--- src/rtl/segre_mem_stage.sv ---
// segre MEM stage: performs the data-memory access for the EX/MEM bundle over a
// req/gnt/rvalid handshake and hands a registered writeback bundle to WB.
package segre_pkg;
  typedef enum logic [1:0] {BYTE = 2'b00, HALF = 2'b01, WORD = 2'b10} memop_data_type_e;
endpackage

module segre_mem_stage
  import segre_pkg::*;
#(
  parameter int WORD_SIZE = 32,
  parameter int ADDR_SIZE = 32,
  parameter int REG_SIZE  = 5
) (
  input  logic                 clk_i,
  input  logic                 rsn_i,
  input  logic                 valid_i,
  input  logic [WORD_SIZE-1:0] alu_res_i,
  input  logic                 rf_we_i,
  input  logic [REG_SIZE-1:0]  rf_waddr_i,
  input  logic [WORD_SIZE-1:0] rf_st_data_i,
  input  memop_data_type_e     memop_type_i,
  input  logic                 memop_rd_i,
  input  logic                 memop_wr_i,
  input  logic                 memop_sign_ext_i,
  input  logic                 tkbr_i,
  input  logic [ADDR_SIZE-1:0] new_pc_i,
  input  logic [ADDR_SIZE-1:0] seq_new_pc_i,
  input  logic                 is_jaljalr_i,
  output logic                 stall_o,
  output logic                 dmem_req_o,
  output logic                 dmem_we_o,
  output logic [ADDR_SIZE-1:0] dmem_addr_o,
  output logic [3:0]           dmem_be_o,
  output logic [WORD_SIZE-1:0] dmem_wdata_o,
  input  logic                 dmem_gnt_i,
  input  logic                 dmem_rvalid_i,
  input  logic [WORD_SIZE-1:0] dmem_rdata_i,
  output logic                 wb_valid_o,
  output logic                 rf_we_o,
  output logic [REG_SIZE-1:0]  rf_waddr_o,
  output logic [WORD_SIZE-1:0] rf_wdata_o,
  output logic                 misaligned_o,
  output logic                 tkbr_o,
  output logic [ADDR_SIZE-1:0] new_pc_o
);

  typedef enum logic [1:0] {IDLE, REQ, RSP} state_e;

  function automatic logic is_misaligned(input memop_data_type_e t, input logic [1:0] off);
    case (t)
      BYTE:    return 1'b0;
      HALF:    return off[0];
      default: return off != 2'b00;
    endcase
  endfunction

  function automatic logic [3:0] byte_enables(input memop_data_type_e t, input logic [1:0] off);
    case (t)
      BYTE:    return 4'b0001 << off;
      HALF:    return off[1] ? 4'b1100 : 4'b0011;
      default: return 4'b1111;
    endcase
  endfunction

  function automatic logic [WORD_SIZE-1:0] lane_replicate(input memop_data_type_e t,
                                                          input logic [WORD_SIZE-1:0] d);
    case (t)
      BYTE:    return WORD_SIZE'({4{d[7:0]}});
      HALF:    return WORD_SIZE'({2{d[15:0]}});
      default: return d;
    endcase
  endfunction

  function automatic logic [WORD_SIZE-1:0] load_extract(input logic [WORD_SIZE-1:0] rdata,
                                                        input logic [1:0] off,
                                                        input memop_data_type_e t,
                                                        input logic sext);
    logic [WORD_SIZE-1:0] sh;
    sh = rdata >> {off, 3'b000};
    case (t)
      BYTE:    return {{(WORD_SIZE-8){sext & sh[7]}}, sh[7:0]};
      HALF:    return {{(WORD_SIZE-16){sext & sh[15]}}, sh[15:0]};
      default: return sh;
    endcase
  endfunction

  state_e                 r_state, w_next;
  logic [ADDR_SIZE-1:0]   r_addr;
  memop_data_type_e       r_type;
  logic                   r_sext, r_we, r_wr;
  logic [REG_SIZE-1:0]    r_waddr;
  logic [3:0]             r_be;
  logic [WORD_SIZE-1:0]   r_wdata;
  logic                   r_wb_valid, r_rf_we, r_mis, r_tkbr;
  logic [REG_SIZE-1:0]    r_rf_waddr;
  logic [WORD_SIZE-1:0]   r_rf_wdata;
  logic [ADDR_SIZE-1:0]   r_new_pc;
  logic [ADDR_SIZE-1:0]   w_addr;
  logic                   w_memop, w_mis, w_start_mem;

  assign w_addr      = ADDR_SIZE'(alu_res_i);
  assign w_memop     = memop_rd_i | memop_wr_i;
  assign w_mis       = w_memop & is_misaligned(memop_type_i, w_addr[1:0]);
  assign w_start_mem = valid_i & w_memop & ~w_mis;

  always_ff @(posedge clk_i or posedge rsn_i) begin
    if (rsn_i) r_state <= IDLE;
    else       r_state <= w_next;
  end

  // gnt is the only event honoured in REQ, so an rvalid arriving with it is dropped
  always_comb begin
    w_next = r_state;
    case (r_state)
      IDLE:    if (w_start_mem) w_next = REQ;
      REQ:     if (dmem_gnt_i) w_next = r_wr ? IDLE : RSP;
      RSP:     if (dmem_rvalid_i) w_next = IDLE;
      default: w_next = IDLE;
    endcase
  end

  always_ff @(posedge clk_i or posedge rsn_i) begin
    if (rsn_i) begin
      r_addr     <= '0;
      r_type     <= BYTE;
      r_sext     <= 1'b0;
      r_we       <= 1'b0;
      r_wr       <= 1'b0;
      r_waddr    <= '0;
      r_be       <= '0;
      r_wdata    <= '0;
      r_wb_valid <= 1'b0;
      r_rf_we    <= 1'b0;
      r_mis      <= 1'b0;
      r_tkbr     <= 1'b0;
      r_rf_waddr <= '0;
      r_rf_wdata <= '0;
      r_new_pc   <= '0;
    end else begin
      r_wb_valid <= 1'b0;
      r_rf_we    <= 1'b0;
      r_mis      <= 1'b0;
      r_tkbr     <= 1'b0;
      case (r_state)
        IDLE: if (valid_i) begin
          if (w_start_mem) begin
            r_addr  <= w_addr;
            r_type  <= memop_type_i;
            r_sext  <= memop_sign_ext_i;
            r_we    <= rf_we_i;
            r_wr    <= memop_wr_i;
            r_waddr <= rf_waddr_i;
            r_be    <= byte_enables(memop_type_i, w_addr[1:0]);
            r_wdata <= lane_replicate(memop_type_i, rf_st_data_i);
          end else begin
            r_wb_valid <= 1'b1;
            r_rf_we    <= rf_we_i & ~w_mis;
            r_rf_waddr <= rf_waddr_i;
            r_rf_wdata <= is_jaljalr_i ? WORD_SIZE'(seq_new_pc_i) : alu_res_i;
            r_mis      <= w_mis;
            r_tkbr     <= tkbr_i;
            r_new_pc   <= new_pc_i;
          end
        end
        REQ: if (dmem_gnt_i && r_wr) begin
          r_wb_valid <= 1'b1;
          r_rf_waddr <= r_waddr;
        end
        RSP: if (dmem_rvalid_i) begin
          r_wb_valid <= 1'b1;
          r_rf_we    <= r_we;
          r_rf_waddr <= r_waddr;
          r_rf_wdata <= load_extract(dmem_rdata_i, r_addr[1:0], r_type, r_sext);
        end
        default: ;
      endcase
    end
  end

  assign stall_o      = r_state != IDLE;
  assign dmem_req_o   = r_state == REQ;
  assign dmem_we_o    = r_wr;
  assign dmem_addr_o  = {r_addr[ADDR_SIZE-1:2], 2'b00};
  assign dmem_be_o    = r_be;
  assign dmem_wdata_o = r_wdata;
  assign wb_valid_o   = r_wb_valid;
  assign rf_we_o      = r_rf_we;
  assign rf_waddr_o   = r_rf_waddr;
  assign rf_wdata_o   = r_rf_wdata;
  assign misaligned_o = r_mis;
  assign tkbr_o       = r_tkbr;
  assign new_pc_o     = r_new_pc;

endmodule

--- config.mk ---
export PLATFORM = sky130hd
export DESIGN_NAME = segre_mem_stage
export DESIGN_NICKNAME = d
export VERILOG_FILES = /design/src/rtl/segre_mem_stage.sv
export SDC_FILE = /design/constraint.sdc
export NUM_CORES = 1
export LEC_CHECK = 0
export ABC_AREA = 1
export BUFFER_PORTS_ARGS = -buffer_cell sky130_fd_sc_hd__buf_2
export CORE_AREA = 2 2 145 133
export CTS_CLUSTER_DIAMETER = 50
export DETAILED_ROUTE_END_ITERATION = 12
export DIE_AREA = 0 0 147 135
export PLACE_DENSITY = 0.78
export RECOVER_POWER = 50
export SKIP_CTS_REPAIR_TIMING = 1
export SLEW_MARGIN = 40
export SYNTH_ARGS = -nofsm -noshare
export SYNTH_HDL_FRONTEND = slang
export SYNTH_SLANG_ARGS = --single-unit
export TNS_END_PERCENT = 100
--- constraint.sdc ---
create_clock -name clk_i -period 4.8 [get_ports clk_i]
set_input_delay 0.48 -clock clk_i [delete_from_list [all_inputs] [get_ports clk_i]]
set_output_delay 0.48 -clock clk_i [all_outputs]
set_load 0.05 [all_outputs]
==> metrics.md <==
| Metric | Value |
|---|---|
| Status | finished, violations left |
| Failing checks | max-capacitance violations, max-slew violations |
| CTS Root Cell | clkbuf_16 |
| Antenna-violating nets left | 0 |
| Initial antenna violation count | 3 |
| HP Class | in2reg |
| Synth area leader | dfrtp_1 |
| Fin. max-slew vios | 76 |
| # rows | 47 |
| Non-Filler Instances | 1570 |
| Final setup vio count | 0 |
| Filler cells | 1790 |
| Top cells by area, synth | dfrtp_1 48%, nand2_1 21%, buf_4 4.4% |
| DR WL/cell | 15.6 um |
| Worst R2R Setup Slack | 2.06 ns |
| Clk Latency, worst-skew pair | 0.42 ns |
| Simple-gate share of the synthesized area | 29.5% |
| Max-cap violations | 1 |
| Final worst path period share | 65.0% |
| Pwr Total | 8.06 mW |
| R2R depth | 7 |
| Reg2reg start | r_state[1] |
| Max clock buf depth | 2 |
| Die H | 135 um |
| Total number of vias | 7834 |
| Setup TNS | 0 ns |
| Die ar. | 19800 sq um |
| HPWL after DPL | 17.7 mm |
| Fin. Hold Viols | 0 |
| CTS Sinks | 153 |
| Largest family of logic cells by synthesized area | simple AND/OR/NAND/NOR gates |
| CTS clock-pin slew for the worst setup and hold paths | 0.06 ns |
| Syn Inst Count | 1056 |
| CP Class | in2async |
| Share of cells above drive strength 1 | 23.4% |
| Worst rel slew slack | -127% |
| CTS tree | yes |
| Pre-CTS setup slack | 1.78 ns |
| Net count, final | 1492 |
| GRT Residual Overflow | 0 |
| Core Box Area | 18200 sq um |
| Mux cell area share after synthesis | 0.126% |
| Inst Count DP | 1536 |
| Routability cong. | 0.897 |
| Max IR drop VDD | 487 uV |
| Warnings, synthesis | 0 |
| Max Fclk | 320 MHz |
| Critical Path Start Type | primary input |
| # IOs | 322 |
| Syn Std Cell Area | 7970 sq um |
| Starting Density | 43.7% |
| Sequential Area | 3830 sq um |
| Vias in the first global route | 7126 |
| CP Capture Point | new_pc_o[15] |
| CP Data Arrival Time | 3.52 ns |
| CP startpoint | rsn_i |
| Worst Setup End Kind | asynchronous set/reset pin |
| Multi-input gate area | 3280 sq um |
| DRT iter0 DRCs | 702 |
| Deepest level of the CTS H-tree | 4 |
| Final wirelength | 24.5 mm |
| Crit-path max FO | 75 |
| Post-layout util | 53.9% |
| Synth Area in Adders | 0.628% |
| Synth top area share | 48.0% |
| Post-DR vias/cell | 4.99 |
| Remaining DRCs | 0 |
| Gr usage total | 24.1% |
| Worst r2r dst | r_waddr[2] |
| Global-route wire length before repair | 37.7 mm |
| Synth Register Bits | 153 |
| Sequential element share of the synthesized area | 48.0% |
| Power per Cell Area | 820 nW/um^2 |
| Worst-Margin Slew | 3.39 ns |
| LEAKAGE | 5.36 nW |
| Num CTS Buffers | 17 |
| Final worst setup slack | 1.68 ns |
| I/O Buffers | 319 |
| Die W | 147 um |
| Share of the synthesized area in compound gates (AO/OA/AOI/OAI) | 10.7% |
| Crit path time final | 3.12 ns |
| XOR/XNOR share of the synthesized area | 0% |
| Distinct cells, synth | 28 |
| Worst Path Required | 5.20 ns |
| Avg Cell Area, Syn | 7.55 sq um |
| RSZ-0062 raised after global routing | false |
| Layout Skew | 0.00532 ns |
| Drt first pass iters | 5 |
| Largest net degree at the start of global routing | 76 |
| Area growth syn-to-layout | 23.4% |
[layer usage]
| metal | vias to the layer above | GRT usage [%] | wire (um) |
|---|---|---|---|
| li1 | 3831 | - | - |
| met1 | 3553 | 33.6 | 10600 |
| met2 | 403 | 36.5 | 10900 |
| met3 | 47 | 6.22 | 2350 |
| met4 | 0 | 9.03 | 620 |
| met5 | - | 0 | 0 |
[cell usage after synthesis]
master and count:
nand4_1 16, o21ai_2 10, o21bai_1 1, a211oi_1 4, conb_1 1, nand3_2 2
nand2_4 1, dfrtp_1 153, nand2_1 445, buf_2 19, o22ai_1 6, ha_1 4
clkbuf_1 15, a21oi_1 23, nand3_4 4, inv_2 4, a31oi_1 1, inv_1 72
o21a_1 6, nand3_1 65, buf_4 47, buf_1 5, o21ai_1 54, buf_6 6
nor2_2 1, nor2_1 40, o21ai_0 50, mux2i_1 1
[cell usage in the layout (no fill, tap or decap), drive strengths merged]
| cell | count |
|---|---|
| inv | 76 |
| nor2 | 41 |
| nand3 | 71 |
| a31oi | 1 |
| mux2i | 1 |
| a21oi | 23 |
| diode | 3 |
| nand2 | 446 |
| conb | 2 |
| dfrtp | 153 |
| nand4 | 16 |
| bufinv | 2 |
| clkbuf | 93 |
| o21bai | 1 |
| o22ai | 6 |
| o21ai | 114 |
| buf | 254 |
| a211oi | 4 |
| o21a | 6 |
| clkinvlp | 3 |
| ha | 4 |
| clkinv | 5 |
[worst min path at each step]
stage,startpoint,endpoint,slack [ns],depth (start not counted)
CTS,rsn_i,r_addr[26],0.20,2
detailed placement,dmem_wdata_o[28],dmem_wdata_o[28],0.46,2
global route,alu_res_i[21],r_addr[21],0.27,3
finish,tkbr_i,tkbr_o,0.27,3
floorplan,r_addr[10],r_addr[10],0.45,2
global placement,new_pc_o[14],new_pc_o[14],0.46,2
[cell type report]
cell class,instances,share of cell area [%]
Antenna cell,3,0.0763
Clock buffer,21,4.58
Clock inverter,10,1.22
Inverter,76,2.91
Multi-Input combinational cell,736,33.3
Sequential cell,153,38.9
Tap cell,245,3.12
Timing Repair Buffer,326,15.8
[sequential cells by signal, summed over array words and instances, names as in the netlist, 4 cells and up]
| name | cells |
|---|---|
| dmem_be_o | 4 |
| dmem_wdata_o | 32 |
| new_pc_o | 32 |
| r_addr | 32 |
| r_waddr | 5 |
| rf_waddr_o | 5 |
| rf_wdata_o | 32 |
[logic make-up after synthesis]
group	after synthesis
flip-flops	153
other	1
multiplexers	1
AO/OA/AOI/OAI	155
buffers and inverters	168
adder cells (fa/ha/maj)	4
AND/OR/NAND/NOR	574
[critical path, stage by stage]
cell and delay [ns]:
buf_2 0.10, clkinvlp_2 1.87, clkbuf_2 1.03
[through the flow]
stage	hold WS, ns	instance area (sq um)
4_1_cts	0.198	9920
3_3_place_gp	0.458	9350
3_5_place_dp	0.460	9350
2_1_floorplan	0.450	7980
5_1_grt	0.267	9830
6_report	0.271	9830
[report_power, final]
group          switching (mW)  total, mW  internal, mW  leakage, nW
clock network           0.554       1.33         0.779        0.274
logic                    3.51       4.45         0.944         3.19
registers               0.368       2.28          1.91         1.90
total                    4.43       8.06          3.63         5.36
No activity file was read; power rests on OpenSTA's default activity.
